**src/rtl/seq_scan_arbiter.sv**
```systemverilog
// seq_scan_arbiter: grants one of four requesters round-robin and scans its
// serial lane for one frame of FRAME_LEN valid bits. An overlapping 11011
// detector counts matches (saturating). A report carries the frame owner and
// its hit count. This happens at normal completion or when the owner withdraws.
// Optional feature: define SEQ_ARB_TIMEOUT_EN to abort a frame after TIMEOUT
// consecutive SCAN cycles without din_valid.
module seq_scan_arbiter #(
    parameter int FRAME_LEN = 16,
    parameter int CNT_W     = 4,
    parameter int TIMEOUT   = 64
) (
    input  logic             CLK,
    input  logic             RESET,
    input  logic [3:0]       req,
    input  logic [3:0]       din,
    input  logic             din_valid,
    output logic [3:0]       gnt,
    output logic             busy,
    output logic             Z,
    output logic             done,
    output logic             abort,
    output logic [1:0]       done_id,
    output logic [CNT_W-1:0] hit_cnt
);

    typedef enum logic [1:0] {ST_IDLE, ST_SCAN, ST_REPORT} state_t;
    typedef enum logic [2:0] {D_INIT, D_S1, D_S11, D_S110, D_S1101, D_MATCH} det_t;

    localparam logic [7:0]       LAST_BIT = 8'(FRAME_LEN - 1);
    localparam logic [CNT_W-1:0] HIT_MAX  = '1;

    state_t           r_state, w_state_next;
    det_t             r_det, w_det_next, w_det_step;
    logic [7:0]       r_bit_cnt, w_bit_cnt_next;
    logic [CNT_W-1:0] r_hit, w_hit_next, w_hit_step;
    logic [1:0]       r_owner, w_owner_next;
    logic [1:0]       r_last_owner, w_last_owner_next;
    logic [3:0]       r_gnt, w_gnt_next;
    logic             r_done, w_done_next;
    logic             r_abort, w_abort_next;
    logic [1:0]       r_done_id, w_done_id_next;
    logic [CNT_W-1:0] r_hit_cnt, w_hit_cnt_next;

    logic             w_lane_bit;
    logic             w_timeout;
    logic [1:0]       w_cand_idx [4];
    logic [3:0]       w_cand_req;
    logic [1:0]       w_pick;

    // One step of the overlapping 11011 detector.
    function automatic det_t det_step(input det_t s, input logic b);
        det_t n;
        case (s)
            D_INIT:  n = b ? D_S1    : D_INIT;
            D_S1:    n = b ? D_S11   : D_INIT;
            D_S11:   n = b ? D_S11   : D_S110;
            D_S110:  n = b ? D_S1101 : D_INIT;
            D_S1101: n = b ? D_MATCH : D_INIT;
            D_MATCH: n = b ? D_S11   : D_S110;
            default: n = D_INIT;
        endcase
        return n;
    endfunction

    // Candidate order for round-robin: last_owner+1, +2, +3, +4 (mod 4).
    for (genvar gi = 0; gi < 4; gi++) begin : g_cand
        assign w_cand_idx[gi] = r_last_owner + 2'(gi + 1);
        assign w_cand_req[gi] = req[w_cand_idx[gi]];
    end

    // Earliest requesting candidate in round-robin order wins.
    always_comb begin
        w_pick = w_cand_idx[0];
        for (int i = 3; i >= 0; i--) begin
            if (w_cand_req[i]) begin
                w_pick = w_cand_idx[i];
            end
        end
    end

    assign w_lane_bit = din[r_owner];
    assign w_det_step = det_step(r_det, w_lane_bit);
    assign w_hit_step = (w_det_step == D_MATCH && r_hit != HIT_MAX) ? r_hit + 1'b1 : r_hit;

`ifdef SEQ_ARB_TIMEOUT_EN
    localparam int TW = (TIMEOUT > 1) ? $clog2(TIMEOUT) : 1;

    logic [TW-1:0] r_idle_cnt, w_idle_cnt_next;

    assign w_idle_cnt_next = (r_state == ST_SCAN && !din_valid) ? r_idle_cnt + 1'b1 : '0;
    assign w_timeout = (r_state == ST_SCAN) && !din_valid && (r_idle_cnt == TW'(TIMEOUT - 1));

    // Consecutive idle-bit counter for the watchdog.
    always_ff @(posedge CLK or posedge RESET) begin
        if (RESET) begin
            r_idle_cnt <= '0;
        end else begin
            r_idle_cnt <= w_idle_cnt_next;
        end
    end
`else
    // Watchdog not built: constant false for any legal TIMEOUT.
    assign w_timeout = (TIMEOUT < 0);
`endif

    // Control FSM next-state and registered-output logic.
    always_comb begin
        w_state_next      = r_state;
        w_det_next        = r_det;
        w_bit_cnt_next    = r_bit_cnt;
        w_hit_next        = r_hit;
        w_owner_next      = r_owner;
        w_last_owner_next = r_last_owner;
        w_gnt_next        = r_gnt;
        w_done_next       = 1'b0;
        w_abort_next      = 1'b0;
        w_done_id_next    = r_done_id;
        w_hit_cnt_next    = r_hit_cnt;
        case (r_state)
            ST_IDLE: begin
                if (|req) begin
                    w_state_next      = ST_SCAN;
                    w_owner_next      = w_pick;
                    w_last_owner_next = w_pick;
                    w_gnt_next        = 4'b0001 << w_pick;
                    w_det_next        = D_INIT;
                    w_bit_cnt_next    = '0;
                    w_hit_next        = '0;
                end
            end
            ST_SCAN: begin
                if (!req[r_owner] || w_timeout) begin
                    // Owner withdrew (or lane went silent): drop any bit this cycle.
                    w_state_next   = ST_IDLE;
                    w_gnt_next     = 4'b0000;
                    w_abort_next   = 1'b1;
                    w_done_id_next = r_owner;
                    w_hit_cnt_next = r_hit;
                end else if (din_valid) begin
                    w_det_next = w_det_step;
                    w_hit_next = w_hit_step;
                    if (r_bit_cnt == LAST_BIT) begin
                        w_state_next   = ST_REPORT;
                        w_gnt_next     = 4'b0000;
                        w_done_next    = 1'b1;
                        w_done_id_next = r_owner;
                        w_hit_cnt_next = w_hit_step;
                    end else begin
                        w_bit_cnt_next = r_bit_cnt + 8'd1;
                    end
                end
            end
            ST_REPORT: begin
                w_state_next = ST_IDLE;
            end
            default: begin
                w_state_next = ST_IDLE;
                w_gnt_next   = 4'b0000;
            end
        endcase
    end

    // State and output registers.
    always_ff @(posedge CLK or posedge RESET) begin
        if (RESET) begin
            r_state      <= ST_IDLE;
            r_det        <= D_INIT;
            r_bit_cnt    <= '0;
            r_hit        <= '0;
            r_owner      <= 2'd0;
            r_last_owner <= 2'd3;
            r_gnt        <= 4'b0000;
            r_done       <= 1'b0;
            r_abort      <= 1'b0;
            r_done_id    <= 2'd0;
            r_hit_cnt    <= '0;
        end else begin
            r_state      <= w_state_next;
            r_det        <= w_det_next;
            r_bit_cnt    <= w_bit_cnt_next;
            r_hit        <= w_hit_next;
            r_owner      <= w_owner_next;
            r_last_owner <= w_last_owner_next;
            r_gnt        <= w_gnt_next;
            r_done       <= w_done_next;
            r_abort      <= w_abort_next;
            r_done_id    <= w_done_id_next;
            r_hit_cnt    <= w_hit_cnt_next;
        end
    end

    assign gnt     = r_gnt;
    assign busy    = (r_state == ST_SCAN);
    assign Z       = (r_det == D_MATCH);
    assign done    = r_done;
    assign abort   = r_abort;
    assign done_id = r_done_id;
    assign hit_cnt = r_hit_cnt;

endmodule
```
**config.mk**
```make
export PLATFORM = sky130hd
export DESIGN_NAME = seq_scan_arbiter
export DESIGN_NICKNAME = d
export VERILOG_FILES = /design/src/rtl/seq_scan_arbiter.sv
export SDC_FILE = /design/constraint.sdc
export NUM_CORES = 1
export LEC_CHECK = 0
export ABC_AREA = 1
export ABC_CLOCK_PERIOD_IN_PS = 1300
export CAP_MARGIN = 10
export CORE_MARGIN = 5
export CORE_UTILIZATION = 50
export CTS_CLUSTER_SIZE = 20
export DETAILED_ROUTE_END_ITERATION = 8
export MAX_ROUTING_LAYER = met4
export PLACE_DENSITY_LB_ADDON = 0.3
export REMOVE_ABC_BUFFERS = 1
export SLEW_MARGIN = 25
export SYNTH_ARGS = -nofsm -noshare
export SYNTH_HDL_FRONTEND = slang
export SYNTH_SLANG_ARGS = --single-unit
```
**constraint.sdc**
```tcl
create_clock -name CLK -period 1.3 [get_ports CLK]
set_input_delay 0.26 -clock CLK [delete_from_list [all_inputs] [get_ports CLK]]
set_output_delay 0.26 -clock CLK [all_outputs]
set_load 0.005 [all_outputs]
```
==> reports/results.ini, run 1 <==
[outcome]
status = finished, violations left
violations = setup timing

[die]
start_util_pct = 51.5
rows = 23
core_area_um2 = 4000
dieWidth_um = 74.2
fp.dieH_um = 74.2
ioPinCount = 25
dieArea_um2 = 5510

[finish]
fin_util_pct = 87.5
stdcell_area_um2 = 3500
layout.nets = 366
fillCellCount = 185
regArea_um2 = 831
multiInputGateArea_um2 = 1590
syn_to_final_growth_pct = 69.8
diodes = 0
drive_gt1_share_pct = 56.5

[setup_path]
crit_required_ns = 1.50
critPathMaxFanout = 8
worstSetupStartpoint = r_last_owner[0]$_DFFE_PP1P_
worstSetupPathType = flip-flop to flip-flop
cp-start-kind = flip-flop
timing.rr.start = r_last_owner[0]$_DFFE_PP1P_
arrival_ns = 1.81
endpoint_kind = flip-flop

[sta]
fin_skew_ns = 0.00738
period_minus_slack_ns = 1.60
fin_ws_ns = -0.305
slew_violations = 0
setup_violations = 34
tightest_slew_ns = 0.464
final_hold_viol_count = 0
finalSetupTns_ns = -6.75
fmax_ghz = 0.623
hold_ws_ns = 0.318
fin_crit_sh_pct = 123
grt_setup_unrepaired = true
max-slew-margin-rel_pct = 68.9

[routing]
vias = 2351
drc_errors = 0
drt_wl_total_um = 7920
dr.pass1.iters = 5
drt_iter0_markers = 180
final_antenna_net_count = 0
wl_per_cell_um = 19.6
vias_per_cell = 5.82

[power]
ir_drop_uv = 2100
leakage_nw = 1.64
powerDensity_nw_per_um2 = 2430
internal-power_mw = 4.34
pwr-share-clk_pct = 9.7
seqPwrFrac_pct = 18.5
p_comb_share_pct = 71.8
switching_share_pct = 48.9
total_power_mw = 8.49
switching_power_mw = 4.15

[synth]
synth_edf_count = 0
ys_ff_latch = 33
synth_ff_type = dfrtp_1
async_flop_share_pct = 100
netlist_instances = 259
yosys.area.top_type_share_pct = 37.6
netlist_area_um2 = 2060
synth_top_area_cell = dfrtp_1
yosysMostFrequentCell = nand2_1
ys_warn_count = 0
syn_area_per_cell_um2 = 7.96
yosys-top-cells-count = nand2_1 (73), dfrtp_1 (31), inv_1 (25), nand3_1 (24)
synth_cell_types = 36
ys_top_cells_by_area = dfrtp_1 (38%), nand2_1 (13%), nand3_1 (5.8%)
synth-seq-area-share_pct = 40.2

[global_routing]
antenna_found_initial = 0
grt_pass1_vias = 2260
overflow = 0
track_usage_pct = 25.1
grt_max_degree = 34
grt_pass1_wl_um = 10200

[clocking]
cts_made_buffers = 5
clockBufferDepth = 2
cts_root_buffer = clkbuf_8
cts_tree = done
ctsHoldBuffers = 0
clkTransAtPathRegs_ns = 0.07
clock_sinks = 33
worstSkewPairLatency_ns = 0.29
htree_levels = 2

[placed_design]
hpwl_um = 3530
placed_cell_area_um2 = 2720
port_buffers = 24
globalplace.congestion = 0.808

[min_path]
hp-class = input port to async pin

[run]
cap_violations = 0

==> placed cells by master, fill, tap and decap left out, drive strengths merged <==
cell type	netlist	routed
clkdlybuf4s50	0	6
o21ai	17	17
a21oi	6	6
nor3	9	9
ha	2	2
clkbuf	0	8
a31oi	1	1
o22ai	6	6
o211ai	2	2
nor2	15	15
nand4	3	3
o31ai	4	4
buf	1	64
dlygate4sd2	0	16
nand3	27	27
xnor2	3	3
dfrtp	31	31
clkinv	1	3
or2	1	1
nand3b	1	1
xor2	4	4
dfstp	2	2
and3	2	2
inv	33	32
nand2	88	89
==> metrics by stage <==
stage | setup slack [ns] | cells
finish | -0.305 | 404
global route | -0.383 | 404
CTS | -0.237 | 399
detailed placement | -0.481 | 376
global placement | -0.404 | 376
floorplan | -0.225 | 258
==> timing repair <==
action                                  CTS  global route
buffers inserted                         13             6
gates cloned                              2             0
endpoints found under the setup margin   45            34
pin swaps                                30            34
resized for setup                        88            76
==> critical path, stage by stage (launching register included) <==
cell	delay, ns
dfstp_2	0.59
buf_12	0.16
nand2_4	0.09
nand3_4	0.11
nand2_2	0.07
nand3_2	0.08
nand2_4	0.07
nand2_4	0.07
nand2_4	0.05
nand2_4	0.06
nand2_2	0.06
o21ai_1	0.11
==> area by class of cell <==
cell class	instances	area share, %
Clock buffer	8	2.57
Inverter	34	4.50
Multi-Input combinational cell	192	45.4
Sequential cell	33	23.7
Tap cell	50	1.79
Timing Repair Buffer	86	21.7
Timing Repair inverter	1	0.250
==> per-layer routing <==
| metal | GRT usage, % | routed length, um | vias to the layer above | part of all wire [%] |
|---|---|---|---|---|
| met2 | 42.8 | 4010 | 117 | 51 |
| met5 | - | 0 | - | 0 |
| met3 | 5.27 | 464 | 35 | 5.9 |
| met4 | 8.65 | 310 | 0 | 3.9 |
| li1 | - | - | 1041 | - |
| met1 | 29.1 | 3130 | 1158 | 40 |
==> cells by family (layout without fill, tap and decap cells) <==
kind of cell,after synthesis,in the layout,share of synthesized area (%)
buffers and inverters,35,129,7.10
adders and majority gates,2,2,1.21
xor gates and xnor gates,7,7,3.34
and+or+nand+nor,146,147,36.4
DFF,33,33,40.2
AOI/OAI and AO/OA,36,36,11.8
==> power by group through the flow <==
stage / combinational, mW / sequential (mW) / clock, mW
global placement: 3.70 / 1.54 / 0
global route: 6.46 / 1.60 / 0.872
detailed placement: 3.78 / 1.54 / 0
finish: 6.10 / 1.57 / 0.825
CTS: 4.64 / 1.52 / 0.804
floorplan: 2.22 / 1.57 / 0
==> worst paths after layout <==
path	endpoint	slack, ns	cells after the start
min in group CLK	gnt[3]$_DFFE_PP0P_	0.49	2
max in group asynchronous	r_last_owner[0]$_DFFE_PP1P_	0.72	3
max	r_last_owner[0]$_DFFE_PP1P_	-0.30	11
min	done$_DFF_PP0_	0.32	3
min reg2reg	gnt[3]$_DFFE_PP0P_	0.49	2
max reg2reg	r_last_owner[0]$_DFFE_PP1P_	-0.30	11
==> registers in the layout, summed over array words and instances (netlist names) <==
| name | cells |
|---|---|
| r_owner | 2 |
| r_hit | 4 |
| r_bit_cnt | 8 |
| done | 1 |
| r_state | 2 |
| done_id | 2 |
| r_last_owner | 2 |
| gnt | 4 |
| abort | 1 |
| hit_cnt | 4 |
| r_det | 3 |
Note: power is estimated with default switching activity, not from simulation.
==> inputs of run 2 (changes only) <==
--- a/config.mk
+++ b/config.mk
@@ -7,7 +7,6 @@
 export LEC_CHECK = 0
 export ABC_AREA = 1
 export ABC_CLOCK_PERIOD_IN_PS = 1300
-export CAP_MARGIN = 10
 export CORE_MARGIN = 5
 export CORE_UTILIZATION = 50
 export CTS_CLUSTER_SIZE = 20
==> results of run 2 <==
The final DEF is identical to that of run 1; final timing and power are the same.
==> inputs of run 3 (changes only) <==
--- a/config.mk
+++ b/config.mk
@@ -5,10 +5,10 @@
 export SDC_FILE = /design/constraint.sdc
 export NUM_CORES = 1
 export LEC_CHECK = 0
-export ABC_AREA = 1
+export ABC_AREA = 0
 export ABC_CLOCK_PERIOD_IN_PS = 1300
 export CORE_MARGIN = 5
-export CORE_UTILIZATION = 50
+export CORE_UTILIZATION = 49
 export CTS_CLUSTER_SIZE = 20
 export DETAILED_ROUTE_END_ITERATION = 8
 export MAX_ROUTING_LAYER = met4
==> run 3 against run 2 <==
The run still ends with setup timing left. Non-clock buffer count up 3. Flip-flop and latch count unchanged. Design area down 14%. Synthesized cell count down 27%. Final cell count down 19%. Clock skew about the same. Largest cell class unchanged.
==> reports/results.ini, run 3 <==
[sta]
tightest_slew_ns = 0.445  ; -0.0191 ns
slew_violations = 0  ; unchanged
fin_skew_ns = 0.00746  ; +0.0000820 ns
finalSetupTns_ns = -13.87  ; -7.12 ns
fin_ws_ns = -0.580  ; -0.275 ns
max-slew-margin-rel_pct = 70.1  ; +1.2 points
fin_crit_sh_pct = 145  ; +21 points
fmax_ghz = 0.532  ; -15%
grt_setup_unrepaired = true
period_minus_slack_ns = 1.88  ; +0.275 ns
final_hold_viol_count = 0  ; unchanged
hold_ws_ns = 0.325  ; +0.00682 ns
setup_violations = 35  ; +2.9%

[placed_design]
globalplace.congestion = 0.921  ; +14%
dp_cells = 306  ; -19%
hpwl_um = 3540  ; +0.51%
placed_cell_area_um2 = 2520  ; -7.2%
pre_cts_ws_ns = -0.807  ; -0.326 ns
port_buffers = 24  ; unchanged

[synth]
yosysMostFrequentCell = dfrtp_1
synth-seq-area-share_pct = 44.2  ; +4.0 points
netlist_area_um2 = 1870  ; -9.0%
async_flop_share_pct = 100  ; unchanged
yosys-top-cells-count = dfrtp_1 (31), o21ai_0 (17), nand2_1 (16), nor2_1 (14)
synth_cell_types = 53  ; +47%
synth_top_area_cell = dfrtp_1
syn_area_per_cell_um2 = 9.92  ; +25%
ys_top_cells_by_area = dfrtp_1 (41%), o21ai_0 (4.5%), nand2_1 (3.2%)
synth_edf_count = 0  ; unchanged
netlist_instances = 189  ; -27%
synth_ff_type = dfrtp_1
ys_ff_latch = 33  ; unchanged
yosys.area.top_type_share_pct = 41.4  ; +3.7 points
ys_warn_count = 0  ; unchanged

[finish]
largest_reg_flops = 8  ; unchanged
layout.nets = 293  ; -20%
stdcell_area_um2 = 3020  ; -14%
largest-register = r_bit_cnt
syn_to_final_growth_pct = 60.9
layout_common_cells = buf_4 (54), dfrtp_1 (31), nand2_1 (13), dlygate4sd2_1 (13), nor2_1 (12)
diodes = 0  ; unchanged
fin_util_pct = 81.8  ; -5.7 points
drive_gt1_share_pct = 44.5  ; -12 points
layout_commonest_cell = buf_4
layout.cells.non_filler = 329  ; -19%

[setup_path]
cp_top_family = multiplexers
worstPathCellList = mux4_2 -> or2b_4 -> inv_6 -> nor2_4 -> nand4_1 -> mux2i_1
endpoint_kind = flip-flop
r2r-end = r_bit_cnt[7]$_DFFE_PP0P_
arrival_ns = 2.09  ; +0.28 ns
rrSetupSlack_ns = -0.58  ; -0.28 ns
reg2reg_depth = 6  ; -5
slowest_delay_ns = 0.60  ; about the same
slowest_stage = mux4_2
critPathBufInv = 1  ; unchanged
timing.rr.start = r_owner[0]$_DFFE_PP0P_
cp-start-kind = flip-flop
crit_required_ns = 1.51  ; about the same
worstSetupPathType = flip-flop to flip-flop
critPathMaxFanout = 5  ; -3

[routing]
drt_wl_total_um = 6630  ; -16%
wl_per_cell_um = 20.2  ; +2.8%
drc_errors = 0  ; unchanged
final_antenna_net_count = 0  ; unchanged
vias_per_cell = 6.06  ; +4.1%
dr.pass1.iters = 4  ; -1
drt_iter0_markers = 189  ; +5.0%
vias = 1993  ; -15%

[die]
fp.dieH_um = 71.8  ; -3.2%
dieArea_um2 = 5160  ; -6.2%
dieWidth_um = 71.8  ; -3.2%
rows = 22  ; -4.3%
core_area_um2 = 3690  ; -7.8%
start_util_pct = 50.8  ; -0.70 points
ioPinCount = 25  ; unchanged

[global_routing]
overflow = 0  ; unchanged
track_usage_pct = 23.9  ; -1.1 points
antenna_found_initial = 0  ; unchanged
grt_pass1_wl_um = 9320  ; -8.7%
grt_max_degree = 34  ; unchanged
grt_pass1_vias = 2030  ; -10%

[power]
powerDensity_nw_per_um2 = 1950  ; -20%
total_power_mw = 5.87  ; -31%
ir_drop_uv = 1690  ; -19%
leakage_nw = 1.43  ; -13%

[clocking]
htree_levels = 2  ; unchanged
ctsHoldBuffers = 0  ; unchanged
cts_made_buffers = 5  ; unchanged
clock_sinks = 33  ; unchanged
clockBufferDepth = 2  ; unchanged
cts_tree = done
worstSkewPairLatency_ns = 0.29  ; about the same
clkTransAtPathRegs_ns = 0.07  ; about the same
cts_root_buffer = clkbuf_8

[outcome]
status = finished, violations left
violations = setup timing

[run]
cap_violations = 0  ; unchanged

[min_path]
hp-class = input port to async pin

-- run 3: worst max-delay path by stage --
| stage | startpoint | end | slack [ns] | depth (start not counted) |
|---|---|---|---|---|
| 6_report | r_owner[0]$_DFFE_PP0P_ | r_bit_cnt[7]$_DFFE_PP0P_ | -0.58 | 6 |
| 5_1_grt | r_state[1]$_DFFE_PP0P_ | r_det[2]$_DFFE_PP0P_ | -0.61 | 7 |
| 4_1_cts | r_owner[0]$_DFFE_PP0P_ | r_bit_cnt[7]$_DFFE_PP0P_ | -0.43 | 6 |
| 3_5_place_dp | req[3] | r_bit_cnt[7]$_DFFE_PP0P_ | -0.81 | 7 |
| 3_3_place_gp | req[3] | r_bit_cnt[7]$_DFFE_PP0P_ | -0.72 | 7 |
| 2_1_floorplan | r_owner[0]$_DFFE_PP0P_ | r_bit_cnt[7]$_DFFE_PP0P_ | -0.49 | 6 |
-- run 3: cells by family (layout without fill, tap and decap cells) --
kind of cell	count (synthesis)	after routing	share of synthesized area, %
AO/OA/AOI/OAI	52	52	18.5
XOR/XNOR	7	7	3.27
adder cells (fa/ha/maj)	2	2	1.33
buffers and inverters	10	102	3.00
flip-flops	33	33	44.2
multiplexers	8	8	6.34
AND/OR/NAND/NOR	77	77	23.4
-- run 3: area by class of cell --
class	instances	area (um2)
Clock buffer	8	90.1
Tap cell	48	60.1
Inverter	5	26.3
Fill cell	205	673
Sequential cell	33	828
Timing Repair Buffer	89	769
Multi-Input combinational cell	146	1240
-- run 3: worst min-delay path: stages --
cell             delay (ns)
clkdlybuf4s50_1        0.41
inv_1                  0.10
buf_12                 0.22
-- run 3: what timing repair did --
action	CTS	global route
buffers inserted	10	5
setup endpoints to repair	47	35
pin swaps	9	11
gates resized for setup	69	41
-- run 3: power breakdown --
group,switching [mW],internal (mW)
sequential,0.223,1.31
clock,0.391,0.432
combinational,1.71,1.80
total,2.33,3.54
-- run 3: routing by layer --
| metal | part of all wire, % | vias up | track usage [%] |
|---|---|---|---|
| met5 | 0 | - | - |
| met1 | 40 | 1007 | 26.7 |
| li1 | - | 890 | - |
| met4 | 5.0 | 0 | 12.5 |
| met2 | 51 | 66 | 40.0 |
| met3 | 4.1 | 30 | 5.19 |
